[config.mk]
export PLATFORM = sky130hd
export DESIGN_NAME = oc_collector
export DESIGN_NICKNAME = d
export VERILOG_FILES = /design/src/rtl/oc_collector.sv
export SDC_FILE = /design/constraint.sdc
export NUM_CORES = 2
export LEC_CHECK = 0
export ABC_AREA = 1
export CORE_MARGIN = 10
export CORE_UTILIZATION = 45
export CTS_CLUSTER_DIAMETER = 30
export CTS_CLUSTER_SIZE = 40
export DETAILED_ROUTE_END_ITERATION = 8
export MAX_ROUTING_LAYER = met4
export PLACE_DENSITY_LB_ADDON = 0.05
export SLEW_MARGIN = 20
export SYNTH_ARGS = -nofsm -noshare
export SYNTH_HDL_FRONTEND = slang
export SYNTH_SLANG_ARGS = --single-unit
[constraint.sdc]
create_clock -name clk -period 42.4 [get_ports clk]
set_clock_uncertainty 0.15 [all_clocks]
set_input_delay 6.36 -clock clk [delete_from_list [all_inputs] [get_ports clk]]
set_output_delay 6.36 -clock clk [all_outputs]
set_load 0.02 [all_outputs]
[src/rtl/oc_collector.sv]
// rtl/oc_collector.sv - operand collector bank: allocate, request RF rows, gather responses, dispatch
// Four entries cycle FREE -> REQ -> WAIT -> READY -> FREE; source-less instructions skip straight to READY.
module oc_collector #(
  parameter int DW     = 256,
  parameter int NUM_OC = 4,
  parameter int ROW_W  = 3
) (
  input  logic             clk,
  input  logic             rst,
  input  logic             alloc_valid,
  output logic             alloc_ready,
  input  logic [2:0]       alloc_warp,
  input  logic             alloc_src1_valid,
  input  logic             alloc_src2_valid,
  input  logic [ROW_W-1:0] alloc_src1_row,
  input  logic [ROW_W-1:0] alloc_src2_row,
  input  logic [ROW_W-1:0] alloc_dst_row,
  output logic             req_valid,
  input  logic             req_ready,
  output logic             req_2op,
  output logic             req_src1_valid,
  output logic             req_src2_valid,
  output logic [ROW_W-1:0] req_src1_row,
  output logic [ROW_W-1:0] req_src2_row,
  output logic [2:0]       req_src1_tag,
  output logic [2:0]       req_src2_tag,
  input  logic             rsp_valid,
  input  logic [2:0]       rsp_tag,
  input  logic [DW-1:0]    rsp_data,
  output logic             disp_valid,
  input  logic             disp_ready,
  output logic [1:0]       disp_ocid,
  output logic [2:0]       disp_warp,
  output logic [ROW_W-1:0] disp_dst_row,
  output logic [DW-1:0]    disp_src1_data,
  output logic [DW-1:0]    disp_src2_data,
  output logic             rsp_err
);

  typedef enum logic [1:0] {S_FREE, S_REQ, S_WAIT, S_READY} oc_state_t;

  oc_state_t        st      [NUM_OC];
  logic [2:0]       warp_q  [NUM_OC];
  logic [ROW_W-1:0] dst_q   [NUM_OC];
  logic [ROW_W-1:0] row1_q  [NUM_OC];
  logic [ROW_W-1:0] row2_q  [NUM_OC];
  logic             v1_q    [NUM_OC];
  logic             v2_q    [NUM_OC];
  logic             got1_q  [NUM_OC];
  logic             got2_q  [NUM_OC];
  logic [DW-1:0]    data1_q [NUM_OC];
  logic [DW-1:0]    data2_q [NUM_OC];

  logic [1:0] rr_ptr;
  logic       rsp_block;
  logic [1:0] alloc_idx, req_idx, disp_idx, rr_j;
  logic [1:0] rsp_ent;
  logic       rsp_src, rsp_ok, rsp_done;

  // Priority pickers: lowest index for alloc/request, round-robin from rr_ptr for dispatch.
  always_comb begin
    alloc_ready = 1'b0;
    alloc_idx   = '0;
    req_valid   = 1'b0;
    req_idx     = '0;
    disp_valid  = 1'b0;
    disp_idx    = '0;
    rr_j        = '0;
    for (int i = NUM_OC - 1; i >= 0; i--) begin
      if (st[i] == S_FREE) begin
        alloc_ready = 1'b1;
        alloc_idx   = 2'(i);
      end
      if (st[i] == S_REQ) begin
        req_valid = 1'b1;
        req_idx   = 2'(i);
      end
    end
    for (int k = NUM_OC - 1; k >= 0; k--) begin
      rr_j = rr_ptr + 2'(k);
      if (st[rr_j] == S_READY) begin
        disp_valid = 1'b1;
        disp_idx   = rr_j;
      end
    end
  end

  assign rsp_ent = rsp_tag[1:0];
  assign rsp_src = rsp_tag[2];

  // done counts the response being accepted this cycle as already received.
  always_comb begin
    rsp_ok   = 1'b0;
    rsp_done = 1'b0;
    if (st[rsp_ent] == S_WAIT) begin
      if (rsp_src) begin
        rsp_ok   = v2_q[rsp_ent] && !got2_q[rsp_ent];
        rsp_done = !v1_q[rsp_ent] || got1_q[rsp_ent];
      end else begin
        rsp_ok   = v1_q[rsp_ent] && !got1_q[rsp_ent];
        rsp_done = !v2_q[rsp_ent] || got2_q[rsp_ent];
      end
    end
  end

  assign req_src1_valid = req_valid && v1_q[req_idx];
  assign req_src2_valid = req_valid && v2_q[req_idx];
  assign req_2op        = req_src1_valid && req_src2_valid;
  assign req_src1_row   = req_src1_valid ? row1_q[req_idx] : '0;
  assign req_src2_row   = req_src2_valid ? row2_q[req_idx] : '0;
  assign req_src1_tag   = req_src1_valid ? {1'b0, req_idx} : 3'b000;
  assign req_src2_tag   = req_src2_valid ? {1'b1, req_idx} : 3'b000;

  assign disp_ocid      = disp_valid ? disp_idx : '0;
  assign disp_warp      = disp_valid ? warp_q[disp_idx] : '0;
  assign disp_dst_row   = disp_valid ? dst_q[disp_idx] : '0;
  assign disp_src1_data = (disp_valid && v1_q[disp_idx]) ? data1_q[disp_idx] : '0;
  assign disp_src2_data = (disp_valid && v2_q[disp_idx]) ? data2_q[disp_idx] : '0;

  // Each event touches an entry in a distinct state, so same-cycle updates never collide.
  always_ff @(posedge clk) begin
    if (!rst) begin
      for (int i = 0; i < NUM_OC; i++) begin
        st[i]      <= S_FREE;
        warp_q[i]  <= '0;
        dst_q[i]   <= '0;
        row1_q[i]  <= '0;
        row2_q[i]  <= '0;
        v1_q[i]    <= 1'b0;
        v2_q[i]    <= 1'b0;
        got1_q[i]  <= 1'b0;
        got2_q[i]  <= 1'b0;
        data1_q[i] <= '0;
        data2_q[i] <= '0;
      end
      rr_ptr    <= '0;
      rsp_err   <= 1'b0;
      rsp_block <= 1'b1;
    end else begin
      rsp_block <= 1'b0;
      if (alloc_valid && alloc_ready) begin
        warp_q[alloc_idx] <= alloc_warp;
        dst_q[alloc_idx]  <= alloc_dst_row;
        row1_q[alloc_idx] <= alloc_src1_row;
        row2_q[alloc_idx] <= alloc_src2_row;
        v1_q[alloc_idx]   <= alloc_src1_valid;
        v2_q[alloc_idx]   <= alloc_src2_valid;
        got1_q[alloc_idx] <= 1'b0;
        got2_q[alloc_idx] <= 1'b0;
        st[alloc_idx]     <= (alloc_src1_valid || alloc_src2_valid) ? S_REQ : S_READY;
      end
      if (req_valid && req_ready)
        st[req_idx] <= S_WAIT;
      if (rsp_valid && !rsp_block) begin
        if (rsp_ok) begin
          if (rsp_src) begin
            data2_q[rsp_ent] <= rsp_data;
            got2_q[rsp_ent]  <= 1'b1;
          end else begin
            data1_q[rsp_ent] <= rsp_data;
            got1_q[rsp_ent]  <= 1'b1;
          end
          if (rsp_done)
            st[rsp_ent] <= S_READY;
        end else begin
          rsp_err <= 1'b1;
        end
      end
      if (disp_valid && disp_ready) begin
        st[disp_idx]     <= S_FREE;
        got1_q[disp_idx] <= 1'b0;
        got2_q[disp_idx] <= 1'b0;
        rr_ptr           <= disp_idx + 2'd1;
      end
    end
  end

endmodule

==> results.tsv <==
metric	value	unit
firstDrtPassIters	6	
worstPathCellList	inv_1, nand2_1, nand2_1, nand2_1, nand2_1, nand3_1, nand3_4, buf_12, buf_4, buf_4, buf_4, nand3_1, nand3_1, nand2_1, inv_1, nor2_1, clkdlybuf4s50_1	
outcome	completed	
grt_max_degree	210	
synth_xor_area_share	0	%
drv_slew	0	
path_buf_inv	7	
start_util	45.3	%
area_growth	25.4	%
die_h	509	um
fin_setup_tns	0	ns
switching_share	40.2	%
power.switching	4190	uW
fin_crit	14.17	ns
rows	179	
dieArea	260000	um^2
core	238000	um^2
syn_area_per_cell	8.62	um^2
drv_cap	0	
synth_top_family_by_area	simple AND/OR/NAND/NOR gates	
ioPinCount	818	
fmax	70.6	MHz
worst-endpoint-required	35.89	ns
p_int	6220	uW
synth.most_common_cell	inv_1	
p_leak	0.0594	uW
clk_pin_slew	0.04	ns
synthCells	12504	
ctsHoldBuffers	0	
yosys.area_share.simple	26.5	%
synth_top_area_share	58.4	%
end_kind	primary output	
grt_pass1_wl	566	mm
period_share	33.4	%
cts_buffers	549	
yosys.area.top_type	edfxtp_1	
antenna_found_initial	9	
worstPathMaxFanout	209	
drc	0	
hp-class	reg -> reg	
die_w	509	um
h-tree-depth	6	
synth.ff_latch_count	2126	
worst_slew_pin_slew	1.29	ns
clk_latency	0.91	ns
wl_per_cell	22.7	um
antenna_left	0	
grt_usage	29.2	%
cts_tree	built	
cpPeakStageDelay	1.00	ns
worstPathArrival	7.66	ns
yosysSeqAreaShare	59.0	%
pwr-share-comb	38.3	%
rsz0062_at_grt	no	
cpMostUsedCell	nand2_1	
cp-start-kind	register	
critical_path_class	reg -> out	
synth.net_count	12787	
seqPwrFrac	23.2	%
synth_mux_area_share	0	%
ys_warn_count	0	
synth_area_leaders	edfxtp_1, nand3_1, inv_1, nor2_1, nor3_1	
p_clk_share	38.5	%
drive_above_1_share	7.00	%
num_vias	89636	
cp_slowest_cell	buf_4	
synthDistinctLibCells	29	
power.density	77.0	nW/um^2
synth_compound_area_share	0.424	%
hold_viol_final	0	
cts_setup_buffers	0	
viasPerCell	5.37	
synth_edf_count	2098	
max-slew-margin-rel	13.8	%
cts.sinks	2126	
overflow	0	
max-clock-path-buffers	4	
cp_top_family	buffers and inverters	
synthAdderAreaFrac	0.0464	%
nets	13386	
ctsResizeCount	0	
irDropWorstVdd	0.000137	V
hold_ws	0.316	ns
netlist_top_cells_count	inv_1, nand3_1, edfxtp_1	
setup_viol	0	
drtIter0Drc	8734	
dp_hpwl	208	mm
synthArstFlopShare	0	%
io_buffers	816	
place_congestion	0.877	
wl	380	mm
clockRootBuffer	clkbuf_16	
grt_pass1_vias	89302	
ys.flop_type	edfxtp_1	
netlist_area	108000	um^2
## logic make-up (layout without fill, tap and decap cells)
group                      count (synthesis)  after routing
buffers and inverters                   3842           4859
DFF                                     2126           2126
AOI/OAI and AO/OA                         80             80
other                                      1              8
and+or+nand+nor                         6451           6451
adders and majority gates                  4              4
## sequential cells by signal, summed over array words and instances, names as in the netlist, named ones only
signal and flops:
row1_q 12, got2_q 4, data1_q 1024, rsp_block 1, st 8, row2_q 12
got1_q 4, v1_q 4, warp_q 12, data2_q 1024, v2_q 4, rr_ptr 2
dst_q 12, rsp_err 1
## through the flow
| stage | total power (uW) | util (%) | cells | instance area, um^2 | worst slack, ns |
|---|---|---|---|---|---|
| after floorplan | 4960 | - | 12504 | 108000 | 15.68 |
| after global placement | 6400 | 49.3 | 15716 | 117000 | 29.28 |
| final | 10400 | 56.8 | 16695 | 135000 | 28.23 |
| after detailed placement | 6410 | 49.3 | 15717 | 117000 | 29.12 |
| after CTS | 10400 | 56.7 | 16686 | 135000 | 28.10 |
| after global routing | 10900 | 56.8 | 16694 | 135000 | 27.59 |
## worst register-to-register path, stage by stage, from the launching register on
cell     delay (ns)
dfxtp_1        0.58
inv_1          0.31
nand2_1        0.18
nand2_1        0.10
nand2_1        0.08
nand2_1        0.08
nand3_1        0.14
nand3_4        0.60
nand2_4        0.92
buf_4          0.83
buf_4          0.97
o21ai_0        0.18
a21oi_1        0.20
## final timing paths
check | endpoint | slack, ns | startpoint | depth (start not counted)
max | disp_src1_data[144] | 28.23 | rr_ptr[0] | 17
min | got1_q[1] | 0.32 | got1_q[1] | 2
max reg2reg | register | 37.00 | rr_ptr[0] | 12
min reg2reg | got1_q[1] | 0.32 | got1_q[1] | 2
## layer usage
metal | track usage [%] | routed length [um] | vias up
met5 | - | 0 | -
met4 | 12.9 | 16900 | 0
met3 | 5.22 | 29800 | 764
met2 | 46.4 | 179000 | 3867
met1 | 36.7 | 154000 | 43787
li1 | - | - | 41218
## power by group through the flow
| stage | sequential [uW] | clock (uW) | combinational (uW) |
|---|---|---|---|
| 2_1_floorplan | 2480 | 0 | 2480 |
| 3_3_place_gp | 2450 | 0 | 3950 |
| 3_5_place_dp | 2450 | 0 | 3950 |
| 4_1_cts | 2420 | 4040 | 3970 |
| 5_1_grt | 2420 | 4160 | 4320 |
| 6_report | 2420 | 4000 | 3990 |
## final cells by class
| class | instances | area [um^2] |
|---|---|---|
| repair buffers | 958 | 9510 |
| clock inverters | 322 | 3370 |
| well taps | 3167 | 3960 |
| multi-input cells | 6536 | 29300 |
| fillers | 21313 | 103000 |
| flip-flops and latches | 2126 | 63600 |
| clock buffers | 647 | 14400 |
| inverters | 2932 | 11000 |
| diodes | 7 | 17.5 |
## cells in the final DEF, fill, tap and decap left out, types with 4 or more instances in the layout
cell type | Yosys | final
inv_1 | 2927 | 2927
nand3_1 | 2606 | 2602
edfxtp_1 | 2098 | 2098
nor2_1 | 1765 | 1765
nand2_1 | 1181 | 1169
nor3_1 | 889 | 889
clkdlybuf4s50_1 | 0 | 816
clkbuf_16 | 0 | 563
buf_4 | 6 | 122
clkinv_1 | 0 | 110
clkinv_2 | 0 | 99
clkbuf_1 | 335 | 84
bufinv_16 | 0 | 61
a21oi_1 | 34 | 34
dfxtp_1 | 28 | 28
clkinvlp_4 | 0 | 23
buf_12 | 0 | 17
o21ai_0 | 18 | 15
nand2_4 | 0 | 11
o22ai_1 | 11 | 11
clkinv_8 | 0 | 10
inv_6 | 0 | 10
diode_2 | 0 | 7
nand4_1 | 6 | 6
a22oi_1 | 5 | 5
inv_2 | 5 | 4
nand3_4 | 0 | 4
ha_1 | 4 | 4
inv_16 | 0 | 4
clkinv_16 | 0 | 4
Note: power is estimated with default switching activity, not from simulation.
